**src/rtl/cdc_src_packer_if.sv**
```systemverilog
// Handshake bundle for cdc_src_packer: narrow input beat stream in, packed word out.
// master = upstream/downstream environment view, slave = packer view.
interface cdc_src_packer_if #(
  parameter int IW    = 8,
  parameter int RATIO = 4,
  parameter int CW    = $clog2(RATIO) + 1
);
  logic [IW-1:0]       in_data;
  logic                in_valid;
  logic                in_last;
  logic                in_ready;
  logic [IW*RATIO-1:0] out_data;
  logic [CW-1:0]       out_cnt;
  logic                out_last;
  logic                out_valid;
  logic                out_ready;

  modport master (
    output in_data, in_valid, in_last, out_ready,
    input  in_ready, out_data, out_cnt, out_last, out_valid
  );

  modport slave (
    input  in_data, in_valid, in_last, out_ready,
    output in_ready, out_data, out_cnt, out_last, out_valid
  );
endinterface

```
**src/rtl/cdc_src_packer.sv**
```systemverilog
// Packs up to RATIO narrow beats into one wide word ahead of the 4-phase CDC.
// Optional idle flush of partial words: define CDC_PACK_TIMEOUT_EN.
module cdc_src_packer #(
  parameter int IW      = 8,
  parameter int RATIO   = 4,
  parameter int TIMEOUT = 16,
  localparam int CW     = $clog2(RATIO) + 1,
  localparam int LW     = $clog2(RATIO)
) (
  input  logic               src_clk_i,
  input  logic               src_rst_ni,
  cdc_src_packer_if.slave    pk
);
  typedef logic [RATIO-1:0][IW-1:0] lanes_t;

  lanes_t              lanes_q, lanes_d, merged;
  logic [LW-1:0]       lane_q, lane_d;
  logic                full_q, full_d;
  logic [CW-1:0]       pcnt_q, pcnt_d;
  logic                plast_q, plast_d;
  logic [IW*RATIO-1:0] odata_q, odata_d;
  logic [CW-1:0]       ocnt_q, ocnt_d;
  logic                olast_q, olast_d;
  logic                ovalid_q, ovalid_d;

  logic acc, out_free, complete;

  assign acc      = pk.in_valid & ~full_q;
  assign out_free = ~ovalid_q | pk.out_ready;
  assign complete = (lane_q == LW'(RATIO-1)) | pk.in_last;

  // Pack lanes with the incoming beat dropped into the current lane.
  for (genvar i = 0; i < RATIO; i++) begin : g_lane
    assign merged[i] = (lane_q == LW'(i)) ? pk.in_data : lanes_q[i];
  end

`ifdef CDC_PACK_TIMEOUT_EN
  localparam int TW = $clog2(TIMEOUT + 1);
  logic [TW-1:0] idle_q, idle_d;
  logic          flush;

  // idle_q saturates at TIMEOUT-1 so a blocked flush fires once the output frees.
  assign flush = (lane_q != '0) & ~full_q & ~acc & (idle_q == TW'(TIMEOUT-1)) & out_free;

  always_comb begin
    idle_d = idle_q;
    if (acc || lane_q == '0 || full_q) idle_d = '0;
    else if (idle_q != TW'(TIMEOUT-1)) idle_d = idle_q + 1'b1;
    if (flush) idle_d = '0;
  end

  always_ff @(posedge src_clk_i or negedge src_rst_ni) begin
    if (!src_rst_ni) idle_q <= '0;
    else             idle_q <= idle_d;
  end
`endif

  always_comb begin
    lanes_d  = lanes_q;
    lane_d   = lane_q;
    full_d   = full_q;
    pcnt_d   = pcnt_q;
    plast_d  = plast_q;
    odata_d  = odata_q;
    ocnt_d   = ocnt_q;
    olast_d  = olast_q;
    ovalid_d = ovalid_q & ~pk.out_ready;
    if (full_q) begin
      if (out_free) begin
        odata_d  = lanes_q;
        ocnt_d   = pcnt_q;
        olast_d  = plast_q;
        ovalid_d = 1'b1;
        lanes_d  = '0;
        lane_d   = '0;
        full_d   = 1'b0;
      end
    end else if (acc) begin
      if (complete) begin
        if (out_free) begin
          odata_d  = merged;
          ocnt_d   = CW'(lane_q) + 1'b1;
          olast_d  = pk.in_last;
          ovalid_d = 1'b1;
          lanes_d  = '0;
          lane_d   = '0;
        end else begin
          lanes_d = merged;
          pcnt_d  = CW'(lane_q) + 1'b1;
          plast_d = pk.in_last;
          full_d  = 1'b1;
        end
      end else begin
        lanes_d = merged;
        lane_d  = lane_q + 1'b1;
      end
    end
`ifdef CDC_PACK_TIMEOUT_EN
    else if (flush) begin
      odata_d  = lanes_q;
      ocnt_d   = CW'(lane_q);
      olast_d  = 1'b0;
      ovalid_d = 1'b1;
      lanes_d  = '0;
      lane_d   = '0;
    end
`endif
  end

  always_ff @(posedge src_clk_i or negedge src_rst_ni) begin
    if (!src_rst_ni) begin
      lanes_q  <= '0;
      lane_q   <= '0;
      full_q   <= 1'b0;
      pcnt_q   <= '0;
      plast_q  <= 1'b0;
      odata_q  <= '0;
      ocnt_q   <= '0;
      olast_q  <= 1'b0;
      ovalid_q <= 1'b0;
    end else begin
      lanes_q  <= lanes_d;
      lane_q   <= lane_d;
      full_q   <= full_d;
      pcnt_q   <= pcnt_d;
      plast_q  <= plast_d;
      odata_q  <= odata_d;
      ocnt_q   <= ocnt_d;
      olast_q  <= olast_d;
      ovalid_q <= ovalid_d;
    end
  end

  assign pk.in_ready  = ~full_q;
  assign pk.out_data  = odata_q;
  assign pk.out_cnt   = ocnt_q;
  assign pk.out_last  = olast_q;
  assign pk.out_valid = ovalid_q;
endmodule

```
**src/flat_wrapper.sv**
```systemverilog
// flat-port wrapper written by rule: the top's interface ports become plain ports
module cdc_src_packer_flat 
#(
  parameter int IW      = 8,
  parameter int RATIO   = 4,
  parameter int TIMEOUT = 16,
  localparam int CW     = $clog2(RATIO) + 1,
  localparam int LW     = $clog2(RATIO)
)
  (src_clk_i, src_rst_ni, pk_in_data, pk_in_valid, pk_in_last, pk_out_ready, pk_in_ready, pk_out_data, pk_out_cnt, pk_out_last, pk_out_valid);
  cdc_src_packer_if #(.IW(IW), .RATIO(RATIO)) pk_i ();
  input  logic src_clk_i;
  input  logic src_rst_ni;
  input wire logic [$bits(pk_i.in_data)-1:0] pk_in_data;
  input wire logic [$bits(pk_i.in_valid)-1:0] pk_in_valid;
  input wire logic [$bits(pk_i.in_last)-1:0] pk_in_last;
  input wire logic [$bits(pk_i.out_ready)-1:0] pk_out_ready;
  output wire logic [$bits(pk_i.in_ready)-1:0] pk_in_ready;
  output wire logic [$bits(pk_i.out_data)-1:0] pk_out_data;
  output wire logic [$bits(pk_i.out_cnt)-1:0] pk_out_cnt;
  output wire logic [$bits(pk_i.out_last)-1:0] pk_out_last;
  output wire logic [$bits(pk_i.out_valid)-1:0] pk_out_valid;
  assign pk_i.in_data = pk_in_data;
  assign pk_i.in_valid = pk_in_valid;
  assign pk_i.in_last = pk_in_last;
  assign pk_i.out_ready = pk_out_ready;
  assign pk_in_ready = pk_i.in_ready;
  assign pk_out_data = pk_i.out_data;
  assign pk_out_cnt = pk_i.out_cnt;
  assign pk_out_last = pk_i.out_last;
  assign pk_out_valid = pk_i.out_valid;
  cdc_src_packer #(.IW(IW), .RATIO(RATIO), .TIMEOUT(TIMEOUT)) u_core (.src_clk_i(src_clk_i), .src_rst_ni(src_rst_ni), .pk(pk_i));
endmodule
```
**config.mk**
```make
export PLATFORM = sky130hd
export DESIGN_NAME = cdc_src_packer_flat
export DESIGN_NICKNAME = d
export VERILOG_FILES = /design/src/rtl/cdc_src_packer_if.sv /design/src/rtl/cdc_src_packer.sv /design/src/flat_wrapper.sv
export SDC_FILE = /design/constraint.sdc
export NUM_CORES = 1
export LEC_CHECK = 0
export ABC_AREA = 1
export CORE_ASPECT_RATIO = 0.75
export CORE_UTILIZATION = 55
export DETAILED_ROUTE_END_ITERATION = 7
export DONT_BUFFER_PORTS = 1
export PLACE_DENSITY_LB_ADDON = 0.3
export SLEW_MARGIN = 15
export SYNTH_ARGS = -nofsm -noshare
export SYNTH_HDL_FRONTEND = slang
export SYNTH_SLANG_ARGS = --single-unit
```
**constraint.sdc**
```tcl
create_clock -name src_clk_i -period 1.6 [get_ports src_clk_i]
set_input_delay 0.32 -clock src_clk_i [delete_from_list [all_inputs] [get_ports src_clk_i]]
set_output_delay 0.32 -clock src_clk_i [all_outputs]
set_load 0.01 [all_outputs]
```
======== After elaboration in Yosys (flattened, before gate mapping) ========
Cells that the tools add are included.
Widths: inputs -> output; s select.
word-level totals
  bits in registers ....................... 76
  logic and storage cells ................. 69
  output and inout bits ................... 38
operators by class
  add/subtract/negate cells ............... 2
  reductions and logical operators ........ 6
  eq/ne operators ......................... 5
  muxes and demuxes ....................... 36
  bitwise operators ....................... 8
operator list
  cell                 number
  $mux 32              10
  $mux 8               4
  $mux 3               5
  $mux 1               13
  $mux 2               4
  $reduce_and 4->1     2
  $eq 2x2->1 const B   2
  $ne 2x2->1 const B   2
  $not 1->1            4
  $reduce_bool 2->1    2
  $add 2x1->3 const B  1
  $add 2x1->2 const B  1
  $and 1x1->1          2
  $eq 2x1->1 const B   1
  $logic_not 2->1      1
  $or 1x1->1           2
  $reduce_and 2->1     1

======== Depth between registers and ports, before layout ========
Gate-level depths: netlist of the first run.
  depth after elaboration ................. 6
  mapped depth ............................ 9
  depth with buffers taken out ............ 8

======== Worst setup path after synthesis of the first run ========
OpenSTA, ideal clock, no wires.
  kind .................................... register to register
  from .................................... register u_core.lane_q[0]
  to ...................................... register u_core.odata_q[0], in the netlist u_core.pk.out_data[0]
  arrival ................................. 1326 ps
  stages on the path, launching flop included .. 10
  path slack .............................. 157 ps
  buffers on the path ..................... 2
  cell sequence ........................... dfrtp_1 ha_1 buf_4 nor2_4 nand2_1 nand2_2 nor2_4 buf_6 nand2_1 nand2_1
between the ends
  cells in the longest elaborated chain, start to end .. 6
RTL lines
  element                   RTL line               source
  start: declaration        cdc_src_packer.sv:17   logic [LW-1:0] lane_q, lane_d;
  start signal: assignment  cdc_src_packer.sv:123  lane_q <= lane_d;
  $logic_not 2->1           cdc_src_packer.sv:34   assign merged[i] = (lane_q == LW'(i)) ? pk.in_data : lanes_q[i];
  $mux 8                    cdc_src_packer.sv:34
  $mux 32                   cdc_src_packer.sv:80   if (out_free) begin
  $mux 32                   cdc_src_packer.sv:79   if (complete) begin
  $mux 32                   cdc_src_packer.sv:78   end else if (acc) begin
  $mux 32                   cdc_src_packer.sv:68   if (full_q) begin
  end signal: assignment    cdc_src_packer.sv:127  odata_q <= odata_d;
  end: declaration          cdc_src_packer.sv:21   logic [IW*RATIO-1:0] odata_q, odata_d;
Parallel ways exist; a longest one is shown, timed or not. The select of a mux whose other input is x is not followed.
A chain may end at the register's enable or synchronous reset.

======== Worst setup path after layout of the first run ========
  from .................................... register u_core.lane_q[0]
  to ...................................... register u_core.lanes_q[17] (netlist bit)
between the ends
  cells in the longest elaborated chain, start to end .. 6
RTL lines
  element                 RTL line               source
  $eq 2x2->1              cdc_src_packer.sv:34
  $mux 8                  cdc_src_packer.sv:34
  $mux 32                 cdc_src_packer.sv:80
  $mux 32 (*)             cdc_src_packer.sv:79
  $mux 32 (*)             cdc_src_packer.sv:78
  $mux 32 (*)             cdc_src_packer.sv:68
  end signal: assignment  cdc_src_packer.sv:122  lanes_q <= lanes_d;
  end: declaration        cdc_src_packer.sv:16   lanes_t lanes_q, lanes_d, merged;
Mark *: on every way between the ends. The rest lies on a longest branch, timed or not. The select of a mux whose other input is x is not followed.

==> reports/summary.txt, run 1 <==
boundary pin count: 51
drt pass-1 iters: 5
asr flop ratio synth: 100%
outcome: finished, violations left
Logic pwr share: 38.3%
hold slack: -350 ps
CTS max path bufs: 2
cts bufs inserted: 9
Clock Power Share: 18.7%
Highest Clock Rate: 0.655 GHz
violated checks: hold timing
Yosys reg bits: 76
Final TNS setup: 0 ps
grt ovf: 0
CTS tree: yes
worst min path class: in2async
Synth Net Count: 679
CP startpoint kind: flip-flop
fin crit share: 95.5%
post-DR vias/cell: 5.25
CORE AREA: 0.00750 mm²
R2R Path Start: u_core.lane_q[0]
PD cells: 1630 mW/mm²
Leak: 2.92 nW
Sw Pwr: 3.33 mW
CP Capture Type: flip-flop
Setup Viol. Count Final: 0
peak supply drop: 0.000718 V
share of layout cells above drive strength 1: 8.66%
slew margin rel.: 75.7%
sequential-to-total area share from yosys stat: 43.5%
cell taking the most area after synthesis: dfrtp_1
GPL Wtd Cong: 0.791
Sink Count: 76
top_reg_cell synth: dfrtp_1
Final Hold Fails: 76
top-count cell post-synth: nand2_1
initial antenna violation count: 0
drt initial violations: 244
pin count of the biggest net entering global routing: 77
ranking of synthesized cells by area: dfrtp_1 (44%), nand2_1 (30%), nand3_1 (7.8%), inv_1 (7.0%), nor2_1 (3.0%)
Die Width: 105 µm
crit-path max FO: 16
Mapped Area: 0.00437 mm²
EDFF count, synth: 0
Int Power: 4.51 mW
Reg clk slew, reported paths: 80 ps
DP Wirelength: 6.94 mm
Final Core Density: 64.0%
Post-DRT Antenna Nets: 0
Final Cell Area: 0.00480 mm²
worst flop-to-flop path endpoint: u_core.lanes_q[17]
via count: 4050
Worst Path Required: 1830 ps
top cells by count, synth: nand2_1 (344), inv_1 (82), dfrtp_1 (76)
min Tclk post-route: 1530 ps
drt drc: 0
placed instance area: 0.00444 mm²
vias in the first global route: 4005
antenna cell count: 0
Initial Utilization: 58.3%
fin nets: 682
synthesis warning total: 0
global-route wire length before repair: 18.5 mm
Slew Limit Fails: 0
die area: 0.00831 mm²
cell count after synthesis: 662
Worst-Margin Slew: 364 ps
Synth top area share: 43.5%
die height: 79.2 µm
critical path class: reg2reg
Routed WL: 11.1 mm
clock skew: 4.56 ps
FP Rows: 27
port bufs: 0
sequential share of power: 42.9%
clk root buf: clkbuf_8
Avg Cell Area, Syn: 6.60 µm²
post-synth cell types: 16
CP Data Arrival Time: 1760 ps
max-cap viol count: 0
WL per Instance: 14.4 µm
worst-skew pair later-pin latency: 350 ps
Layout area overhead: 9.85%
r2r setup slk: 70 ps
reg2reg path depth: 9
GRT Total Usage: 28.5%
Switching Share: 42.4%
maximum level of the CTS H-tree: 3
-- area by class of cell --
| class | count | area [µm²] |
|---|---|---|
| Clock buffer | 10 | 128 |
| Clock inverter | 6 | 65.1 |
| Fill cell | 694 | 2700 |
| Inverter | 84 | 320 |
| Multi-Input combinational cell | 470 | 1970 |
| Sequential cell | 76 | 1900 |
| Tap cell | 101 | 126 |
| Timing Repair Buffer | 24 | 295 |
-- per-stage QoR --
| step | power, mW | cells | hold slack, ps | worst slack [ps] |
|---|---|---|---|---|
| 2_1_floorplan | 5.47 | 662 | 24.4 | 157 |
| 3_3_place_gp | 6.00 | 748 | 26.4 | -25.9 |
| 3_5_place_dp | 6.18 | 748 | 26.0 | -127 |
| 4_1_cts | 7.75 | 769 | -355 | 12.7 |
| 5_1_grt | 8.48 | 771 | -368 | -0.819 |
| 6_report | 7.84 | 771 | -350 | 72.4 |
-- worst max-delay path, stage by stage (launching register included) --
cell	delay (ps)
dfrtp_1	400
ha_4	170
buf_6	150
inv_4	60
nand2_2	100
nand2_4	70
buf_4	140
buf_12	140
nand3_1	90
nand2_1	80
-- flip-flops by register name, indices dropped and copies added (netlist names) --
register / flops
u_core.lane_q: 2
u_core.pk.out_data: 32
u_core.full_q: 1
u_core.pk.out_valid: 1
u_core.plast_q: 1
u_core.pk.out_cnt: 3
u_core.pk.out_last: 1
u_core.pcnt_q: 3
u_core.lanes_q: 32
-- worst max path at each step --
stage                startpoint                      to  slack, ps
2_1_floorplan  u_core.lane_q[0]   u_core.pk.out_data[0]        160
3_3_place_gp   u_core.lane_q[0]  u_core.pk.out_data[10]        -30
3_5_place_dp   u_core.lane_q[0]  u_core.pk.out_data[16]       -130
4_1_cts        u_core.lane_q[0]   u_core.pk.out_data[0]         10
5_1_grt        u_core.lane_q[0]   u_core.pk.out_data[3]       -0.8
6_report       u_core.lane_q[0]      u_core.lanes_q[17]         70
-- power groups by stage --
| stage | clock network, mW | registers (mW) | logic (mW) |
|---|---|---|---|
| after detailed placement | 0 | 3.37 | 2.81 |
| after CTS | 1.48 | 3.35 | 2.92 |
| final | 1.47 | 3.36 | 3.01 |
| after floorplan | 0 | 3.25 | 2.22 |
| after global placement | 0 | 3.34 | 2.66 |
| after global routing | 1.56 | 3.45 | 3.48 |
-- cell usage in the layout (no fill, tap or decap), types with 2 or more instances in the layout --
master      netlist  routed
o21ai_0          13      13
nor2_1           35      35
clkbuf_8          0       9
nor2_4            2       3
inv_1            82      77
ha_2              0       3
nand2_1         344     342
buf_12            0       7
nand2_4           1       2
buf_6             7       2
nand3_1          68      68
dfrtp_1          76      76
buf_4             9      14
inv_2             1       5
clkinvlp_4        0       4
inv_4             1       2
nand2_2           2       3
-- routing by layer --
metal,global-route usage (%),vias to the layer above,part of all wire [%]
met5,0,-,0
met3,5.91,23,7.9
li1,-,1973,-
met2,48.7,156,47
met1,35.9,1898,43
met4,10.8,0,2.1
-- what timing repair did --
action,in CTS,in global routing
buffers inserted,3,2
endpoints found under the setup margin,65,61
gates cloned,2,0
pin swaps,2,3
endpoints found under the hold margin,76,76
gates resized for setup,6,12
-- cell families (layout without fill, tap and decap cells) --
group	count (synthesis)	after routing	share of synthesized area (%)
compound gates	13	13	1.49
fa+ha+maj	4	4	1.14
simple gates	452	453	41.4
flops	76	76	43.5
buf+inv	117	124	12.5
No activity file was read; power rests on OpenSTA's default activity.
==> inputs of run 2 (changes only) <==
Settings changed: CAP_MARGIN set to 25.
Clock period 1.6 ns to 1.46 ns, I/O delays scaled along.
==> run 2 against run 1 <==
Against the previous run: the run ends with hold timing, setup timing left; critical path depth unchanged; maximum frequency increased by 2.5%; clock power grew 31%; largest cell class unchanged.
==> reports/summary.txt, run 2 (same netlist as run 1, synthesis figures left out) <==
outcome: finished, violations left
violated checks: hold timing, setup timing
Worst Path Required: 1750 ps (-80 ps)
final setup margin: -29.8 ps (-102 ps)
Layout area overhead: 22.0%
most frequent cells in the layout: nand2_1 (334), dfrtp_1 (76), inv_1 (75), nand3_2 (35), nand3_1 (33)
vias in the first global route: 4107 (+2.5%)
worst min path class: in2async
Routed WL: 12.5 mm (+12%)
GRT Total Usage: 29.8% (+1.3 points)
Die Width: 105 µm (unchanged)
Highest Clock Rate: 0.671 GHz (+2.5%)
Reg clk slew, reported paths: 80 ps (about the same)
Final Hold Fails: 76 (unchanged)
Leak: 3.10 nW (+6.3%)
boundary pin count: 51 (unchanged)
WL per Instance: 15.9 µm (+10%)
die area: 0.00831 mm² (unchanged)
share of layout cells above drive strength 1: 18.0% (+9.3 points)
reg2reg path depth: 9 (unchanged)
Slew Limit Fails: 0 (unchanged)
die height: 79.2 µm (unchanged)
CP Data Arrival Time: 1780 ps (+20 ps)
max-cap viol count: 0 (unchanged)
worst-skew pair later-pin latency: 360 ps (about the same)
worst flop-to-flop path endpoint: u_core.lanes_q[0]
r2r setup slk: -30 ps (-100 ps)
CP startpoint kind: flip-flop
via count: 4333 (+7.0%)
post-DR vias/cell: 5.51 (+4.9%)
R2R Path Start: u_core.lane_q[0]
GPL Wtd Cong: 0.806 (+1.9%)
CTS max path bufs: 2 (unchanged)
hold slack: -382 ps (-32.3 ps)
most common cell after layout, fill and taps aside: nand2_1
fin nets: 697 (+2.2%)
CTS tree: yes
maximum level of the CTS H-tree: 3 (unchanged)
PD cells: 1800 mW/mm² (+11%)
cts bufs inserted: 9 (unchanged)
port bufs: 0 (unchanged)
fin crit share: 102% (+6.6 points)
Initial Utilization: 58.3% (unchanged)
RSZ-0062 raised after global routing: true
FP Rows: 27 (unchanged)
CP Capture Type: flip-flop
initial antenna violation count: 0 (unchanged)
grt ovf: 0 (unchanged)
critical path class: reg2reg
min Tclk post-route: 1490 ps (-37.8 ps)
clock skew: 13.1 ps (+8.56 ps)
pin count of the biggest net entering global routing: 77 (unchanged)
Worst-Margin Slew: 285 ps (-78.5 ps)
drt drc: 0 (unchanged)
drt pass-1 iters: 6 (+1)
crit-path max FO: 8 (-8)
Sink Count: 76 (unchanged)
antenna cell count: 0 (unchanged)
Final Core Density: 71.1% (+7.1 points)
drt initial violations: 406 (+66%)
slew margin rel.: 80.9% (+5.2 points)
DP Wirelength: 6.85 mm (-1.2%)
Setup Viol. Count Final: 27 (+27)
global-route wire length before repair: 19.2 mm (+4.1%)
peak supply drop: 0.000840 V (+17%)
Post-DRT Antenna Nets: 0 (unchanged)
CORE AREA: 0.00750 mm² (unchanged)
clk root buf: clkbuf_8
## run 2: changes by cell type in the layout (fill, tap and decap cells not counted), moves of 3 or more
cell        change
ha_4            +3
buf_6           +9
nand3_1        -35
nand2_2         +5
ha_2            -3
nand3_2        +35
clkinvlp_4      -3
nand2_1         -8
nor2_1          -6
nor2_2          +6
## run 2: worst max-delay path by stage
stage                           startpoint                      to  slack, ps  cells after the start
after floorplan           u_core.lane_q[0]   u_core.pk.out_data[0]         20                      9
after global placement    u_core.lane_q[0]   u_core.pk.out_data[0]       -200                      7
after detailed placement  u_core.lane_q[0]   u_core.pk.out_data[6]       -230                      7
after CTS                 u_core.lane_q[1]  u_core.pk.out_data[31]          5                     10
after global routing      u_core.lane_q[0]      u_core.lanes_q[30]        -90                      8
final                     u_core.lane_q[0]       u_core.lanes_q[0]        -30                      9
## run 2: timing repair
item,4_1_cts,5_1_grt
pin swaps,6,39
setup buffers,9,3
cloned,3,1
resized for setup,22,78
hold endpoints to repair,76,76
setup endpoints to repair,70,74
## run 2: power by group
group          internal [mW]  total [mW]  switching, mW
sequential              2.90        3.68          0.783
clock                   1.14        1.93          0.788
combinational           1.59        4.01           2.42
## run 2: area by class of cell
cell class | count | area (µm²)
timing repair buffer | 39 | 504
sequential | 76 | 1900
clock inverter | 4 | 97.6
inverter | 84 | 335
fill | 589 | 2170
clock buffer | 12 | 135
tap | 101 | 126
multi-input combinational | 470 | 2230
## run 2: critical path, cell delays in order (launching register included)
cell,delay (ps)
dfrtp_1,440
ha_4,210
buf_6,130
inv_6,70
nand2_4,70
nand2_4,80
buf_6,130
buf_12,140
nand3_1,80
nand2_1,70
## run 2: per-layer routing
layer,global-route usage (%),up-vias,part of all wire [%]
met1,37.8,2051,42
li1,-,2011,-
met4,12.3,0,2.3
met5,0,-,0
met3,8.13,32,7.8
met2,48.5,239,48
## run 2: metrics by stage
| step | setup slack, ps | std cells | power [mW] | setup TNS [ps] | cell area [µm²] |
|---|---|---|---|---|---|
| final | -29.8 | 786 | 9.62 | -384 | 5330 |
| after global routing | -87.4 | 786 | 10.3 | -1680 | 5330 |
| after CTS | 5.48 | 784 | 9.04 | 0 | 4970 |
| after detailed placement | -229 | 757 | 6.83 | -9590 | 4510 |
| after global placement | -195 | 757 | 6.64 | -7450 | 4510 |
| after floorplan | 17.3 | 662 | 6.00 | 0 | 4370 |
